$ cat config.mk
export PLATFORM = sky130hd
export DESIGN_NAME = game_controller
export DESIGN_NICKNAME = d
export VERILOG_FILES = /design/src/rtl/game_pkg.sv /design/src/rtl/hold_timer.sv /design/src/rtl/game_controller.sv
export SDC_FILE = /design/constraint.sdc
export NUM_CORES = 1
export LEC_CHECK = 0
export BUFFER_PORTS_ARGS = -buffer_cell sky130_fd_sc_hd__buf_2
export CORE_ASPECT_RATIO = 0.75
export CORE_MARGIN = 1
export CORE_UTILIZATION = 33
export DETAILED_ROUTE_END_ITERATION = 10
export GPL_ROUTABILITY_DRIVEN = 0
export HOLD_SLACK_MARGIN = 0.12
export PLACE_DENSITY = 0.54
export SETUP_SLACK_MARGIN = 0.2
export SLEW_MARGIN = 10
export SYNTH_ARGS = -nofsm -noshare
export SYNTH_HDL_FRONTEND = slang
export SYNTH_HIERARCHICAL = 1
export SYNTH_SLANG_ARGS = --single-unit
$ cat constraint.sdc
create_clock -name clock_50 -period 2.7 [get_ports clock_50]
set_input_delay 0.135 -clock clock_50 [delete_from_list [all_inputs] [get_ports clock_50]]
set_output_delay 0.135 -clock clock_50 [all_outputs]
set_load 0.02 [all_outputs]
$ cat src/rtl/game_pkg.sv
// game_pkg: shared definitions for the memory-game controller.
//   - state codes S_INIT .. S_RESULT (3-bit, also shown on debug LEDs)
//   - hold counter width for the PREP reset stretch
//   - control strobe bundle and its Moore decode from the state code
package game_pkg;

  localparam int STATE_W = 3;
  localparam int HOLD_W  = 28;

  typedef enum logic [STATE_W-1:0] {
    S_INIT   = 3'd0,
    S_SETUP  = 3'd1,
    S_PREP   = 3'd2,
    S_SEQ    = 3'd3,
    S_PLAY   = 3'd4,
    S_CHECK  = 3'd5,
    S_NEXT   = 3'd6,
    S_RESULT = 3'd7
  } state_e;

  // Datapath control strobes driven by the controller.
  typedef struct packed {
    logic r1;
    logic r2;
    logic e1;
    logic e2;
    logic e3;
    logic e4;
    logic sel;
  } ctrl_t;

  // Strobes asserted in a given state. Anything unrecognised falls back to
  // the INIT pattern so the datapath is held in reset.
  function automatic ctrl_t decode_ctrl(input state_e st);
    ctrl_t c;
    c.r1  = 1'b0;
    c.r2  = 1'b0;
    c.e1  = 1'b0;
    c.e2  = 1'b0;
    c.e3  = 1'b0;
    c.e4  = 1'b0;
    c.sel = 1'b1;
    case (st)
      S_INIT: begin
        c.r1 = 1'b1;
        c.r2 = 1'b1;
      end
      S_SETUP:  c.e1  = 1'b1;
      S_PREP:   c.r2  = 1'b1;
      S_SEQ:    c.e3  = 1'b1;
      S_PLAY:   c.e2  = 1'b1;
      S_CHECK:  c.sel = 1'b1;
      S_NEXT:   c.e4  = 1'b1;
      S_RESULT: c.sel = 1'b0;
      default: begin
        c.r1 = 1'b1;
        c.r2 = 1'b1;
      end
    endcase
    return c;
  endfunction

endpackage

$ cat src/rtl/hold_timer.sv
// hold_timer: loadable down-counter that times the PREP reset stretch.
// Ports:
//   clock_50  in   system clock
//   reset     in   synchronous active-low reset (counter -> 0)
//   load      in   load load_val this cycle (has priority over counting)
//   load_val  in   value to load (HOLD_W bits)
//   zero      out  counter currently equals 0
// The counter decrements once per cycle while non-zero and then parks at 0,
// so it can never underflow.
module hold_timer
  import game_pkg::*;
(
  input  logic              clock_50,
  input  logic              reset,
  input  logic              load,
  input  logic [HOLD_W-1:0] load_val,
  output logic              zero
);

  logic [HOLD_W-1:0] count_r;

  // Counter register: reset, load, or count down towards zero.
  always_ff @(posedge clock_50) begin
    if (!reset) begin
      count_r <= {HOLD_W{1'b0}};
    end else if (load) begin
      count_r <= load_val;
    end else if (count_r != {HOLD_W{1'b0}}) begin
      count_r <= count_r - HOLD_W'(1);
    end else begin
      count_r <= count_r;
    end
  end

  assign zero = (count_r == {HOLD_W{1'b0}});

endmodule

$ cat src/rtl/game_controller.sv
// game_controller: control FSM for the memory-game datapath.
// Ports:
//   clock_50   in   50 MHz system clock
//   reset      in   synchronous active-low reset
//   enter      in   synchronised button level (edge-detected here)
//   end_fpga   in   FPGA playback finished
//   end_user   in   user finished entering the round
//   end_time   in   user input time expired
//   win        in   final round reached
//   match      in   user sequence equals FPGA sequence
//   r1, r2     out  global / per-round datapath resets
//   e1..e4     out  setup load, user entry, playback, round increment
//   sel        out  display select (1 game info, 0 result text)
//   state      out  current state code for debug LEDs
// The per-round reset r2 is held for P_HOLD cycles in PREP so that registers
// on the slow game clock are sure to see it.
module game_controller
  import game_pkg::*;
#(
  parameter int unsigned P_HOLD = 32'd200_000_000
) (
  input  logic               clock_50,
  input  logic               reset,
  input  logic               enter,
  input  logic               end_fpga,
  input  logic               end_user,
  input  logic               end_time,
  input  logic               win,
  input  logic               match,
  output logic               r1,
  output logic               r2,
  output logic               e1,
  output logic               e2,
  output logic               e3,
  output logic               e4,
  output logic               sel,
  output logic [STATE_W-1:0] state
);

  // Counter is loaded with P_HOLD-1 so PREP lasts exactly P_HOLD cycles.
  localparam logic [HOLD_W-1:0] HOLD_LOAD = HOLD_W'(P_HOLD - 32'd1);

  state_e state_r;
  state_e next_state_s;
  ctrl_t  ctrl_r;
  ctrl_t  next_ctrl_s;
  logic   enter_q_r;
  logic   enter_rise_s;
  logic   hold_load_s;
  logic   hold_zero_s;

  hold_timer u_hold_timer (
    .clock_50 (clock_50),
    .reset    (reset),
    .load     (hold_load_s),
    .load_val (HOLD_LOAD),
    .zero     (hold_zero_s)
  );

  // Button edge detector; resets high so a button held through reset is not a press.
  always_ff @(posedge clock_50) begin
    if (!reset) begin
      enter_q_r <= 1'b1;
    end else begin
      enter_q_r <= enter;
    end
  end

  assign enter_rise_s = enter & ~enter_q_r;

  // State register.
  always_ff @(posedge clock_50) begin
    if (!reset) begin
      state_r <= S_INIT;
    end else begin
      state_r <= next_state_s;
    end
  end

  // Next-state logic; also requests a hold counter load on every PREP entry.
  always_comb begin
    next_state_s = state_r;
    hold_load_s  = 1'b0;
    case (state_r)
      S_INIT: next_state_s = S_SETUP;
      S_SETUP: begin
        if (enter_rise_s) begin
          next_state_s = S_PREP;
          hold_load_s  = 1'b1;
        end else begin
          next_state_s = S_SETUP;
        end
      end
      S_PREP: begin
        if (hold_zero_s) begin
          next_state_s = S_SEQ;
        end else begin
          next_state_s = S_PREP;
        end
      end
      S_SEQ: begin
        if (end_fpga) begin
          next_state_s = S_PLAY;
        end else begin
          next_state_s = S_SEQ;
        end
      end
      S_PLAY: begin
        // Timeout wins over a simultaneous end of user entry.
        if (end_time) begin
          next_state_s = S_RESULT;
        end else if (end_user) begin
          next_state_s = S_CHECK;
        end else begin
          next_state_s = S_PLAY;
        end
      end
      S_CHECK: begin
        if (match) begin
          next_state_s = S_NEXT;
        end else begin
          next_state_s = S_RESULT;
        end
      end
      S_NEXT: begin
        // win reflects the round just completed (counter not yet incremented).
        if (win) begin
          next_state_s = S_RESULT;
        end else begin
          next_state_s = S_PREP;
          hold_load_s  = 1'b1;
        end
      end
      S_RESULT: begin
        if (enter_rise_s) begin
          next_state_s = S_INIT;
        end else begin
          next_state_s = S_RESULT;
        end
      end
      default: next_state_s = S_INIT;
    endcase
    next_ctrl_s = decode_ctrl(next_state_s);
  end

  // Output register: decoded from the next state so it always matches state_r.
  always_ff @(posedge clock_50) begin
    if (!reset) begin
      ctrl_r <= decode_ctrl(S_INIT);
    end else begin
      ctrl_r <= next_ctrl_s;
    end
  end

  assign r1    = ctrl_r.r1;
  assign r2    = ctrl_r.r2;
  assign e1    = ctrl_r.e1;
  assign e2    = ctrl_r.e2;
  assign e3    = ctrl_r.e3;
  assign e4    = ctrl_r.e4;
  assign sel   = ctrl_r.sel;
  assign state = state_r;

endmodule

Yosys cells after proc, flatten, opt, wreduce, memory -nomap -nowiden
Index checks and enable logic that the tools add are counted.

storage, ports and cells
  output and inout bits = 10
  register bits after elaboration = 39

operators by class
  multiplexer cells = 21
  $add $sub $neg = 1
  reductions and logical operators = 7
  bitwise operators = 3
  eq/ne operators = 13

operators with widths
  operator                                             count
  2-to-1 mux 28 bit                                    2
  zero test 28 bit                                     1
  nonzero test 28 bit                                  1
  subtractor 28 x 1 -> 28 bit (second input constant)  1
  one-hot mux 3 bit (8 select lines)                   1
  == test 3 bit (second input constant)                7
  == test 3 x 2 -> 1 bit (second input constant)       4
  2-to-1 mux 1 bit                                     12
  2-to-1 mux 3 bit                                     3
  == test 3 x 1 -> 1 bit (second input constant)       2
  zero test 3 bit                                      2
  2-to-1 mux 2 bit                                     2
  OR reduction 2 bit                                   2
  NOT 1 bit                                            2
  one-hot mux 1 bit (2 select lines)                   1
  nonzero test 2 bit                                   1
  bitwise AND 1 bit                                    1

Logic depth before layout (Yosys ltp)
Gate-level depths: netlist of run 1.

  word-level depth = 7
  mapped depth = 10
  depth with buffers taken out = 8

Cells and area by module
The synthesis of run 1 kept the hierarchy.

by module, submodules not included
  module           times used  sequential area each (um^2)  area each (um^2)  cells each
  hold_timer       1           560.5                        1,552.7           196
  game_controller  1           220.2                        554.3             55

Least setup slack after synthesis of run 1
Ideal clock, no wire load.

  path type = register to register
  start = register u_hold_timer.count_r[16]
  end = register ctrl_r (netlist bit e3)
  required time = 2.639 ns
  buffers on the path = 1
  library setup time = 0.061 ns
  stages on the path, launching flop included = 9
  data arrival time = 2.423 ns
  slack = 0.216 ns
  cells stage by stage = dfxtp_1 > or4_4 > or4_4 > nor4b_4 > buf_6 > nand2b_1 > a32oi_1 > o211ai_2 > and4b_1

between the ends
  word-level cells in the longest chain between the ends = 5

RTL lines
  what                                line                    RTL
  start: declaration                  hold_timer.sv:20        logic [HOLD_W-1:0] count_r;
  start signal: assignment            hold_timer.sv:25        count_r <= {HOLD_W{1'b0}};
  start signal: assignment            hold_timer.sv:27        count_r <= load_val;
  start signal: assignment            hold_timer.sv:29        count_r <= count_r - HOLD_W'(1);
  zero test 28 bit                    hold_timer.sv:35        assign zero = (count_r == {HOLD_W{1'b0}});
  named net hold_zero_s               game_controller.sv:50   logic hold_zero_s;
  2-to-1 mux 1 bit                    game_controller.sv:95   if (hold_zero_s) begin
  one-hot mux 3 bit (8 select lines)  game_controller.sv:84   case (state_r)
  == test 3 x 2 -> 1 bit              game_pkg.sv:43          case (st)
  2-to-1 mux 1 bit                    game_pkg.sv:43
  end signal: assignment              game_controller.sv:149  ctrl_r <= decode_ctrl(S_INIT);
  end signal: assignment              game_controller.sv:151  ctrl_r <= next_ctrl_s;
  end: declaration                    game_controller.sv:45   ctrl_t ctrl_r;

The timed path passes the listed nets, and every way through them passes these cells.
A chain may end at the register's enable or synchronous reset.

Final worst setup path of run 1
  start = register u_hold_timer.count_r[19]
  end = register ctrl_r (netlist bit e1)

between the ends
  word-level cells in the longest chain between the ends = 5

RTL lines
  what                                line
  zero test 28 bit                    hold_timer.sv:35
  named net hold_zero_s               game_controller.sv:50
  2-to-1 mux 1 bit                    game_controller.sv:95
  one-hot mux 3 bit (8 select lines)  game_controller.sv:84
  == test 3 x 1 -> 1 bit              game_pkg.sv:43
  2-to-1 mux 1 bit                    game_pkg.sv:43

The timed path passes the listed nets, and every way through them passes these cells.

==> impl_metrics.sql, run 1 <==
INSERT INTO impl_metrics (metric_group, metric, value, unit) VALUES
('worst_hold_path', 'worstHoldStart', 'reset', ''),
('drt', 'average_vias_per_placed_instance', '4.81', ''),
('floorplan', 'placementRows', '24', ''),
('setup_path', 'end_kind', 'flop', ''),
('drt', 'post_drt_wl_per_cell', '12.3', 'um'),
('synthesis', 'syn_avg_cell_area', '8.39', 'um2'),
('floorplan', 'die_height', '71.2', 'um'),
('pwr', 'p_per_area', '1260', 'nW/um2'),
('floorplan', 'die_width', '94.3', 'um'),
('synthesis', 'yosys_register_bits', '39', ''),
('clocking', 'cts_buffer_depth', '2', ''),
('final_layout', 'multi_input_area', '1310', 'um2'),
('timing', 'min_period_over_period', '86.6', '%'),
('clocking', 'path_clk_slew', '0.08', 'ns'),
('synthesis', 'synth.yosys.warnings', '6', ''),
('pwr', 'power.static_leakage', '0.960', 'nW'),
('floorplan', 'dieArea', '6710', 'um2'),
('setup_path', 'worstSetupPathType', 'flop to flop', ''),
('pwr', 'combPwrFrac', '55.7', '%'),
('final_layout', 'layout.area.seq', '781', 'um2'),
('clocking', 'clkLatencyLatePin', '0.28', 'ns'),
('run', 'drv_cap', '0', ''),
('synthesis', 'synth_enable_flop_cells', '0', ''),
('final_layout', 'nNetsFinal', '308', ''),
('clocking', 'cts.sink_count', '39', ''),
('run_status', 'outcome', 'finished, final reports clean', ''),
('timing', 'fin_tns_setup', '0', 'ns'),
('global_route', 'grt_antenna_before_repair', '0', ''),
('drt', 'dr.pass1.iters', '4', ''),
('synthesis', 'post_synth_top_area_cell', 'sky130_fd_sc_hd__dfxtp_1', ''),
('setup_path', 'worst_ep_arrival_time', '2.57', 'ns'),
('timing', 'clock_skew', '0.00192', 'ns'),
('global_route', 'grt_pass1_vias', '1698', ''),
('final_layout', 'num-fill-cells', '628', ''),
('drt', 'drt.antenna.violating_nets', '0', ''),
('timing', 'rsz_0062_raised_after_global_routing', 'false', ''),
('pwr', 'p_int', '1.78', 'mW'),
('timing', 'layout_min_cycle_time', '2.34', 'ns'),
('clocking', 'tritoncts', 'built', ''),
('synthesis', 'dominantRegCellSynth', 'sky130_fd_sc_hd__dfxtp_1', ''),
('floorplan', 'initial_core_util', '35.3', '%'),
('pwr', 'vdd_drop_max', '555', 'uV'),
('timing', 'finalHoldViolCount', '0', ''),
('synthesis', 'post_synth_instance_area', '2110', 'um2'),
('pwr', 'share_clk_of_total_power', '12.5', '%'),
('clocking', 'cts-resized-gates', '0', ''),
('pwr', 'post-layout-total-power', '3.11', 'mW'),
('global_route', 'grt_start_max_net_pins', '25', ''),
('floorplan', 'fp.coreArea', '5980', 'um2'),
('global_route', 'globalRouteOverflowTotal', '0', ''),
('synthesis', 'synth.yosys.seq_area_share', '37.1', '%'),
('setup_path', 'setup.worst_path.start_class', 'flop', ''),
('setup_path', 'cp_max_fo', '6', ''),
('pwr', 'net-switching-power', '1.33', 'mW'),
('synthesis', 'synthDistinctLibCells', '49', ''),
('timing', 'maxSlewHeadroom', '66.8', '%'),
('final_layout', 'syn2layout_area_growth', '17.2', '%'),
('pwr', 'switching_share', '42.7', '%'),
('synthesis', 'post_synth_main_area_contributors', 'sky130_fd_sc_hd__dfxtp_1 37%, sky130_fd_sc_hd__xnor2_1 7.5%, sky130_fd_sc_hd__nand2_1 5.2%', ''),
('final_layout', 'layout-drive-gt1-share', '15.1', '%'),
('timing', 'setup_violations', '0', ''),
('clocking', 'htree_levels', '2', ''),
('clocking', 'cts_root_buffer', 'sky130_fd_sc_hd__clkbuf_8', ''),
('clocking', 'tritoncts.num_buffers', '5', ''),
('setup_path', 'timing.critical_path.required', '2.93', 'ns'),
('worst_hold_path', 'worstHoldPathType', 'input port to flop', ''),
('drt', 'vias', '1812', ''),
('timing', 'slew_viol_final', '0', ''),
('placed_design', 'numPortBuffers', '17', ''),
('drt', 'drt_drc_violations_left', '0', ''),
('synthesis', 'post-synth-top-area-fraction', '37.1', '%');
[per-stage QoR]
step / area (um2) / hold slack (ns) / util (%) / worst slack (ns) / cells
finish: 2470 / 0.222 / 41.3 / 0.361 / 377
global route: 2470 / 0.253 / 41.3 / 0.238 / 377
CTS: 2460 / 0.224 / 41.2 / 0.215 / 376
detailed placement: 2370 / 0.362 / 39.6 / 0.231 / 367
global placement: 2370 / 0.359 / 39.6 / 0.272 / 367
floorplan: 2200 / 0.236 / - / 0.216 / 277
[synth_stat cells (3+ instances only)]
master	instances
sky130_fd_sc_hd__dfxtp_1	39
sky130_fd_sc_hd__clkbuf_1	7
sky130_fd_sc_hd__or4_1	6
sky130_fd_sc_hd__inv_1	7
sky130_fd_sc_hd__a31oi_1	6
sky130_fd_sc_hd__nand4_1	4
sky130_fd_sc_hd__nand2_1	29
sky130_fd_sc_hd__o21ai_1	17
sky130_fd_sc_hd__o31ai_1	6
sky130_fd_sc_hd__nor4_1	5
sky130_fd_sc_hd__o21ai_0	9
sky130_fd_sc_hd__and2_1	3
sky130_fd_sc_hd__nand3b_1	3
sky130_fd_sc_hd__xnor2_1	18
sky130_fd_sc_hd__or3_1	7
sky130_fd_sc_hd__nand2b_1	4
sky130_fd_sc_hd__buf_6	4
sky130_fd_sc_hd__nand3_1	8
sky130_fd_sc_hd__nand4b_1	3
sky130_fd_sc_hd__nor3_1	14
sky130_fd_sc_hd__a21oi_1	7
sky130_fd_sc_hd__nor2_1	10
[registers in the layout, summed over array words and instances, names as in the netlist]
signal                count
e2                        1
enter_q_r                 1
r1                        1
e4                        1
state                     3
r2                        1
u_hold_timer/count_r     28
e1                        1
sel                       1
e3                        1
[routing by layer]
metal | share of wire [%] | vias to the layer above | routed length [um] | global-route usage, %
li1 | - | 970 | - | -
met4 | 0.52 | 0 | 24 | 4.10
met2 | 39 | 37 | 1810 | 20.9
met5 | 0 | - | 0 | 0
met3 | 3.4 | 2 | 158 | 4.09
met1 | 57 | 803 | 2660 | 24.8
[placed cells by master, fill, tap and decap left out, types with 5 or more instances in the layout]
master                      n
sky130_fd_sc_hd__a21oi_1    7
sky130_fd_sc_hd__inv_1      7
sky130_fd_sc_hd__buf_2     17
sky130_fd_sc_hd__nor4_1     5
sky130_fd_sc_hd__clkbuf_8   5
sky130_fd_sc_hd__nor2_1    10
sky130_fd_sc_hd__buf_4      9
sky130_fd_sc_hd__nand3_1    8
sky130_fd_sc_hd__or4_1      6
sky130_fd_sc_hd__conb_1    28
sky130_fd_sc_hd__a31oi_1    6
sky130_fd_sc_hd__nand2_1   29
sky130_fd_sc_hd__xnor2_1   18
sky130_fd_sc_hd__o21ai_1   17
sky130_fd_sc_hd__or3_1      7
sky130_fd_sc_hd__o31ai_1    6
sky130_fd_sc_hd__nor3_1    14
sky130_fd_sc_hd__dfxtp_1   39
sky130_fd_sc_hd__o21ai_0    9
[area by class of cell]
cell class / count / share of cell area [%]
inverters: 9 / 1.37
repair buffers: 27 / 6.59
multi-input cells: 216 / 53.0
clock inverters: 2 / 0.507
well taps: 78 / 3.95
clock buffers: 6 / 2.94
flip-flops and latches: 39 / 31.6
[worst max-delay path, stage by stage (launching register included)]
cell and delay, ns:
sky130_fd_sc_hd__dfxtp_1 0.33, sky130_fd_sc_hd__or4_4 0.57, sky130_fd_sc_hd__or4_4 0.53, sky130_fd_sc_hd__nor4b_4 0.24, sky130_fd_sc_hd__nand2b_1 0.13, sky130_fd_sc_hd__a32oi_1 0.09, sky130_fd_sc_hd__o211ai_2 0.17, sky130_fd_sc_hd__and4_1 0.22
[power groups by stage]
stage          Sequential (mW)  Combinational [mW]  Clock [mW]
3_3_place_gp              1.00                1.66           0
3_5_place_dp              1.00                1.67           0
6_report                 0.989                1.73       0.387
5_1_grt                   1.03                1.97       0.440
4_1_cts                  0.991                1.68       0.409
2_1_floorplan            0.965                1.38           0
[what timing repair did]
item,in CTS,in global routing
hold buffers,1,0
setup buffers,0,1
endpoints found under the hold margin,1,0
setup endpoints to repair,0,11
[final timing paths]
kind                                     endpoint  cells past startpoint  slack, ns
max                                 e1$_SDFF_PN0_                      7       0.36
min                                 r2$_SDFF_PN1_                      2       0.22
max reg2reg                         e1$_SDFF_PN0_                      7       0.36
min reg2reg  u_hold_timer/count_r[8]$_SDFFE_PN0P_                      2       0.53
[logic make-up after synthesis]
| kind of cell | after synthesis | synth area share (%) |
|---|---|---|
| other cells | 2 | 0.356 |
| mux | 2 | 1.01 |
| fa+ha+maj | 2 | 1.19 |
| xor+xnor | 18 | 7.48 |
| compound gates | 55 | 16.8 |
| simple gates | 111 | 30.6 |
| buf+inv | 22 | 5.46 |
| flops | 39 | 37.1 |
Power figures use the tool's default switching activity.
==> inputs of run 2 (changes only) <==
==> constraint.sdc (replaced) <==
create_clock -name clock_50 -period 2.7 [get_ports clock_50]
set_input_delay 0.27 -clock clock_50 [delete_from_list [all_inputs] [get_ports clock_50]]
set_output_delay 0.27 -clock clock_50 [all_outputs]
set_load 0.02 [all_outputs]
==> impl_metrics.sql, run 2 (same netlist as run 1, synthesis figures left out) <==
INSERT INTO impl_metrics (metric_group, metric, value, unit) VALUES
('setup_path', 'reg2reg_from', 'u_hold_timer/count_r[19]$_SDFFE_PN0P_', ''),
('timing', 'layout_min_cycle_time', '2.34', 'ns'),
('worst_hold_path', 'worstHoldStart', 'enter', ''),
('run', 'drv_cap', '0', ''),
('placed_design', 'numPortBuffers', '17', ''),
('drt', 'drt_drc_violations_left', '0', ''),
('drt', 'wl', '4.60', 'mm'),
('final_layout', 'layout_commonest_cell', 'sky130_fd_sc_hd__dfxtp_1', ''),
('timing', 'finalHoldViolCount', '0', ''),
('final_layout', 'num-fill-cells', '627', ''),
('setup_path', 'timing.critical_path.slowest_cell_delay', '0.57', 'ns'),
('clocking', 'cts.sink_count', '39', ''),
('global_route', 'grt_antenna_before_repair', '0', ''),
('placed_design', 'dp.final_hpwl', '3.20', 'mm'),
('floorplan', 'die_width', '94.3', 'um'),
('timing', 'finalHoldWorstSlack', '0.201', 'ns'),
('worst_hold_path', 'min_path_cells', '2', ''),
('pwr', 'combPwrFrac', '55.6', '%'),
('floorplan', 'die_height', '71.2', 'um'),
('final_layout', 'post-route-cell-area', '2460', 'um2'),
('drt', 'drt-initial-drc-count', '77', ''),
('final_layout', 'regMostFlops', 'u_hold_timer/count_r', ''),
('final_layout', 'mostFrequentLayoutCells', '39 x sky130_fd_sc_hd__dfxtp_1, 29 x sky130_fd_sc_hd__nand2_1, 28 x sky130_fd_sc_hd__conb_1', ''),
('final_layout', 'nNetsFinal', '307', ''),
('setup_path', 'timing.critical_path.required', '2.93', 'ns'),
('global_route', 'grt_start_max_net_pins', '25', ''),
('drt', 'dr.pass1.iters', '4', ''),
('timing', 'min_period_over_period', '86.5', '%'),
('setup_path', 'end_kind', 'flop', ''),
('global_route', 'grt_pass1_vias', '1699', ''),
('setup_path', 'cp_max_fo', '6', ''),
('run_status', 'outcome', 'finished, final reports clean', ''),
('setup_path', 'r2r_setup_slack', '0.36', 'ns'),
('pwr', 'p_int', '1.78', 'mW'),
('timing', 'fmaxAchievable', '428', 'MHz'),
('clocking', 'tritoncts', 'built', ''),
('clocking', 'htree_levels', '2', ''),
('final_layout', 'layout-drive-gt1-share', '15.1', '%'),
('global_route', 'grt_pass1_wl', '8.31', 'mm'),
('drt', 'drt.antenna.violating_nets', '0', ''),
('timing', 'final_critical_path_setup_slack', '0.365', 'ns'),
('global_route', 'grtUsageTotal', '15.7', '%'),
('worst_hold_path', 'min_delay_worst_endpoint', 'enter_q_r$_SDFF_PN1_', ''),
('floorplan', 'pin_count', '18', ''),
('drt', 'post_drt_wl_per_cell', '12.2', 'um'),
('final_layout', 'syn2layout_area_growth', '16.7', '%'),
('setup_path', 'worstSetupPathType', 'flop to flop', ''),
('drt', 'vias', '1800', ''),
('floorplan', 'fp.coreArea', '5980', 'um2'),
('pwr', 'share_clk_of_total_power', '12.6', '%'),
('placed_design', 'placedInstanceArea', '2370', 'um2'),
('placed_design', 'place_ws', '0.231', 'ns'),
('placed_design', 'post-place-cells', '367', ''),
('final_layout', 'finish.cell_count_without_fillers', '376', ''),
('pwr', 'net-switching-power', '1.33', 'mW'),
('pwr', 'power.static_leakage', '0.956', 'nW'),
('clocking', 'cts_buffer_depth', '2', ''),
('timing', 'slew_viol_final', '0', ''),
('setup_path', 'worst-r2r-cell-count', '7', ''),
('clocking', 'clkLatencyLatePin', '0.29', 'ns'),
('clocking', 'tritoncts.num_buffers', '5', ''),
('final_layout', 'largest_register_ff_count', '28', ''),
('clocking', 'cts.hold.buffers_added', '0', ''),
('setup_path', 'most_used_cell_along_the_critical_path', 'sky130_fd_sc_hd__or4_4', ''),
('timing', 'setup_violations', '0', ''),
('setup_path', 'crit_path_top_delay_cell', 'sky130_fd_sc_hd__or4_4', ''),
('worst_hold_path', 'worstHoldPathType', 'input port to flop', ''),
('timing', 'clock_skew', '0.00282', 'ns'),
('pwr', 'switching_share', '42.7', '%'),
('setup_path', 'reg2reg_to', 'e1$_SDFF_PN0_', ''),
('pwr', 'seqPwrFrac', '31.9', '%'),
('pwr', 'vdd_drop_max', '556', 'uV'),
('clocking', 'cts_root_buffer', 'sky130_fd_sc_hd__clkbuf_8', ''),
('timing', 'fin_tns_setup', '0', 'ns'),
('setup_path', 'worst_ep_arrival_time', '2.57', 'ns'),
('floorplan', 'placementRows', '24', ''),
('clocking', 'path_clk_slew', '0.08', 'ns'),
('final_layout', 'antenna_cells', '0', ''),
('floorplan', 'dieArea', '6710', 'um2'),
('drt', 'average_vias_per_placed_instance', '4.79', ''),
('floorplan', 'initial_core_util', '35.3', '%'),
('pwr', 'p_per_area', '1260', 'nW/um2'),
('setup_path', 'timing.critical_path.cells', 'or4_4 > or4_4 > nor4b_4 > nand2b_1 > a32oi_1 > o211ai_2 > and4_1', ''),
('timing', 'rsz_0062_raised_after_global_routing', 'false', ''),
('global_route', 'globalRouteOverflowTotal', '0', ''),
('setup_path', 'setup.worst_path.start_class', 'flop', '');
run 2: cell types whose count changed in the layout (fill, tap and decap cells not counted):
cell / before / now
sky130_fd_sc_hd__dlygate4sd3_1: 1 / 0
run 2: timing repair:
action	CTS	global route
setup endpoints to repair	0	11
gates resized for setup	0	0
setup buffers	0	1
run 2: power by group through the flow:
stage	Combinational [mW]	Sequential, mW	Clock, mW
6_report	1.72	0.989	0.391
5_1_grt	1.97	1.03	0.437
4_1_cts	1.68	0.991	0.409
3_5_place_dp	1.67	1.00	0
3_3_place_gp	1.66	1.00	0
2_1_floorplan	1.38	0.965	0
run 2: how the worst max path moves through the flow:
stage | from | to | slack [ns] | cells after the start
floorplan | u_hold_timer/count_r[16]$_SDFFE_PN0P_ | e3$_SDFF_PN0_ | 0.22 | 8
global placement | u_hold_timer/count_r[16]$_SDFFE_PN0P_ | e3$_SDFF_PN0_ | 0.27 | 7
detailed placement | u_hold_timer/count_r[16]$_SDFFE_PN0P_ | e1$_SDFF_PN0_ | 0.23 | 7
CTS | u_hold_timer/count_r[16]$_SDFFE_PN0P_ | e1$_SDFF_PN0_ | 0.22 | 7
global route | u_hold_timer/count_r[19]$_SDFFE_PN0P_ | e3$_SDFF_PN0_ | 0.24 | 7
finish | u_hold_timer/count_r[19]$_SDFFE_PN0P_ | e1$_SDFF_PN0_ | 0.36 | 7
run 2: routing by layer:
layer / share of wire, % / GRT usage, %
met5: 0 / 0
met2: 39 / 20.9
met1: 57 / 24.4
met3: 3.6 / 4.09
met4: 0.52 / 4.10
run 2: stage by stage:
step	utilization [%]	total power, mW
finish	41.1	3.10
global route	41.1	3.44
CTS	41.0	3.08
detailed placement	39.6	2.67
global placement	39.6	2.66
floorplan	-	2.34
run 2: cell type report:
class / instances / area (um2) / area share [%]
Clock inverter: 2 / 12.5 / 0.509
Inverter: 9 / 33.8 / 1.37
Timing Repair Buffer: 26 / 153 / 6.21
Tap cell: 78 / 97.6 / 3.97
Multi-Input combinational cell: 216 / 1310 / 53.2
Clock buffer: 6 / 72.6 / 2.95
Sequential cell: 39 / 781 / 31.8
run 2: critical path: cells and delay by family (launching register included):
kind | cells | cell delay (ns)
and+or+nand+nor | 5 | 1.69
AOI/OAI and AO/OA | 2 | 0.26
DFF | 1 | 0.33
==> inputs of run 3 (changes only) <==
--- a/config.mk
+++ b/config.mk
@@ -11,6 +11,7 @@
 export CORE_UTILIZATION = 33
 export DETAILED_ROUTE_END_ITERATION = 10
 export GPL_ROUTABILITY_DRIVEN = 0
+export GPL_TIMING_DRIVEN = 0
 export HOLD_SLACK_MARGIN = 0.12
 export PLACE_DENSITY = 0.54
 export SETUP_SLACK_MARGIN = 0.2
==> impl_metrics.sql, run 3 (same netlist as run 1, synthesis figures left out) <==
INSERT INTO impl_metrics (metric_group, metric, value, unit) VALUES
('final_layout', 'regMostFlops', 'u_hold_timer/count_r', ''),
('final_layout', 'mostFrequentLayoutCells', '38 x sky130_fd_sc_hd__dfxtp_1, 29 x sky130_fd_sc_hd__nand2_1, 28 x sky130_fd_sc_hd__conb_1', ''),
('timing', 'final_critical_path_setup_slack', '0.187', 'ns'),
('global_route', 'grtUsageTotal', '16.5', '%'),
('floorplan', 'dieArea', '6710', 'um2'),
('final_layout', 'util_after_layout', '43.4', '%'),
('placed_design', 'place_ws', '-0.0266', 'ns'),
('pwr', 'post-layout-total-power', '3.35', 'mW'),
('clocking', 'cts.hold.buffers_added', '0', ''),
('final_layout', 'antenna_cells', '0', ''),
('timing', 'min_period_over_period', '93.1', '%'),
('final_layout', 'syn2layout_area_growth', '23.0', '%'),
('floorplan', 'initial_core_util', '35.3', '%'),
('pwr', 'p_per_area', '1290', 'nW/um2'),
('clocking', 'clkLatencyLatePin', '0.29', 'ns'),
('placed_design', 'numPortBuffers', '17', ''),
('clocking', 'tritoncts', 'built', ''),
('final_layout', 'layout.area.seq', '785', 'um2'),
('timing', 'finalHoldViolCount', '0', ''),
('global_route', 'grt_pass1_vias', '1717', ''),
('clocking', 'htree_levels', '2', ''),
('timing', 'slew_viol_final', '0', ''),
('floorplan', 'die_width', '94.3', 'um'),
('drt', 'wl', '4.93', 'mm'),
('run', 'drv_cap', '0', ''),
('floorplan', 'fp.coreArea', '5980', 'um2'),
('pwr', 'power.static_leakage', '1.01', 'nW'),
('global_route', 'grt_antenna_before_repair', '0', ''),
('final_layout', 'layout_commonest_cell', 'sky130_fd_sc_hd__dfxtp_1', ''),
('drt', 'drt.antenna.violating_nets', '0', ''),
('drt', 'drt_drc_violations_left', '0', ''),
('floorplan', 'pin_count', '18', ''),
('timing', 'maxSlewHeadroom', '60.8', '%'),
('final_layout', 'largest_register_ff_count', '28', ''),
('final_layout', 'nNetsFinal', '314', ''),
('global_route', 'globalRouteOverflowTotal', '0', ''),
('clocking', 'tritoncts.num_buffers', '5', ''),
('setup_path', 'timing.critical_path.required', '2.94', 'ns'),
('final_layout', 'num-fill-cells', '598', ''),
('floorplan', 'placementRows', '24', ''),
('setup_path', 'cp_max_fo', '6', ''),
('drt', 'vias', '1886', ''),
('clocking', 'cts.sink_count', '39', ''),
('setup_path', 'setup.worst_path.start_class', 'flop', ''),
('setup_path', 'worst-r2r-cell-count', '8', ''),
('clocking', 'cts_root_buffer', 'sky130_fd_sc_hd__clkbuf_8', ''),
('setup_path', 'worstSetupPathType', 'flop to flop', ''),
('drt', 'post_drt_wl_per_cell', '12.9', 'um'),
('timing', 'rsz_0062_raised_after_global_routing', 'true', ''),
('timing', 'actual_slew_at_the_worst_max_slew_pin', '0.583', 'ns'),
('worst_hold_path', 'min_path_cells', '2', ''),
('run_status', 'outcome', 'finished, final reports clean', ''),
('setup_path', 'end_kind', 'flop', ''),
('drt', 'drt-initial-drc-count', '83', ''),
('setup_path', 'worst_ep_arrival_time', '2.75', 'ns'),
('clocking', 'path_clk_slew', '0.08', 'ns'),
('drt', 'dr.pass1.iters', '4', ''),
('timing', 'layout_min_cycle_time', '2.51', 'ns'),
('worst_hold_path', 'worstHoldPathType', 'input port to flop', ''),
('floorplan', 'die_height', '71.2', 'um'),
('timing', 'fmaxAchievable', '398', 'MHz'),
('timing', 'setup_violations', '0', ''),
('timing', 'clock_skew', '0.00632', 'ns'),
('final_layout', 'layout-drive-gt1-share', '17.7', '%'),
('drt', 'average_vias_per_placed_instance', '4.92', ''),
('global_route', 'grt_start_max_net_pins', '14', ''),
('final_layout', 'multi_input_area', '1350', 'um2'),
('global_route', 'grt_pass1_wl', '8.56', 'mm'),
('clocking', 'cts_buffer_depth', '2', ''),
('pwr', 'vdd_drop_max', '353', 'uV'),
('placed_design', 'dp.final_hpwl', '3.49', 'mm');
## run 3: path summary, 6_finish.rpt
kind                                          from                                     to  slack, ns
max          u_hold_timer/count_r[16]$_SDFFE_PN0P_                          e3$_SDFF_PN0_       0.19
min                                          enter                   enter_q_r$_SDFF_PN1_       0.20
max reg2reg  u_hold_timer/count_r[16]$_SDFFE_PN0P_                          e3$_SDFF_PN0_       0.19
min reg2reg  u_hold_timer/count_r[16]$_SDFFE_PN0P_  u_hold_timer/count_r[16]$_SDFFE_PN0P_       0.55
## run 3: worst max-delay path, cell delays in order, from the launching register on
cell and delay, ns:
sky130_fd_sc_hd__dfxtp_4 0.37, sky130_fd_sc_hd__or4_4 0.57, sky130_fd_sc_hd__or4_4 0.54, sky130_fd_sc_hd__nor4b_4 0.28, sky130_fd_sc_hd__buf_6 0.16, sky130_fd_sc_hd__nand2b_4 0.11, sky130_fd_sc_hd__a32oi_2 0.06, sky130_fd_sc_hd__o211ai_2 0.14
sky130_fd_sc_hd__and4b_1 0.22
## run 3: power by group
| part | internal (mW) | switching, mW |
|---|---|---|
| clock | 0.369 | 0.218 |
| sequential | 0.794 | 0.203 |
| combinational | 0.800 | 0.967 |
| total | 1.96 | 1.39 |
## run 3: final cells by class
type / count / share of cell area [%]
inverters: 9 / 1.30
well taps: 78 / 3.76
clock buffers: 5 / 2.65
plain buffers: 13 / 3.38
multi-input cells: 216 / 51.9
flip-flops and latches: 39 / 30.3
repair buffers: 20 / 4.15
clock inverters: 3 / 2.61
## run 3: metal layers
| layer | GRT usage (%) | part of all wire, % | vias up |
|---|---|---|---|
| met2 | 21.8 | 38 | 28 |
| met1 | 26.2 | 57 | 866 |
| met4 | 4.10 | 0.51 | 0 |
| met3 | 3.76 | 4.5 | 2 |
| met5 | 0 | 0 | - |
| li1 | - | - | 990 |
## run 3: what timing repair did
action,CTS,global route
resized for setup,5,10
setup endpoints to repair,21,19
pin swaps,3,3
endpoints found under the hold margin,0,0
buffers inserted,2,1
## run 3: stage by stage
| step | hold WS [ns] | cell area [um2] | setup TNS [ns] | cells |
|---|---|---|---|---|
| floorplan | 0.371 | 2200 | 0 | 277 |
| global placement | 0.499 | 2390 | -0.0944 | 372 |
| detailed placement | 0.503 | 2390 | -0.0503 | 372 |
| CTS | 0.195 | 2560 | 0 | 382 |
| global route | 0.215 | 2590 | 0 | 383 |
| finish | 0.200 | 2590 | 0 | 383 |
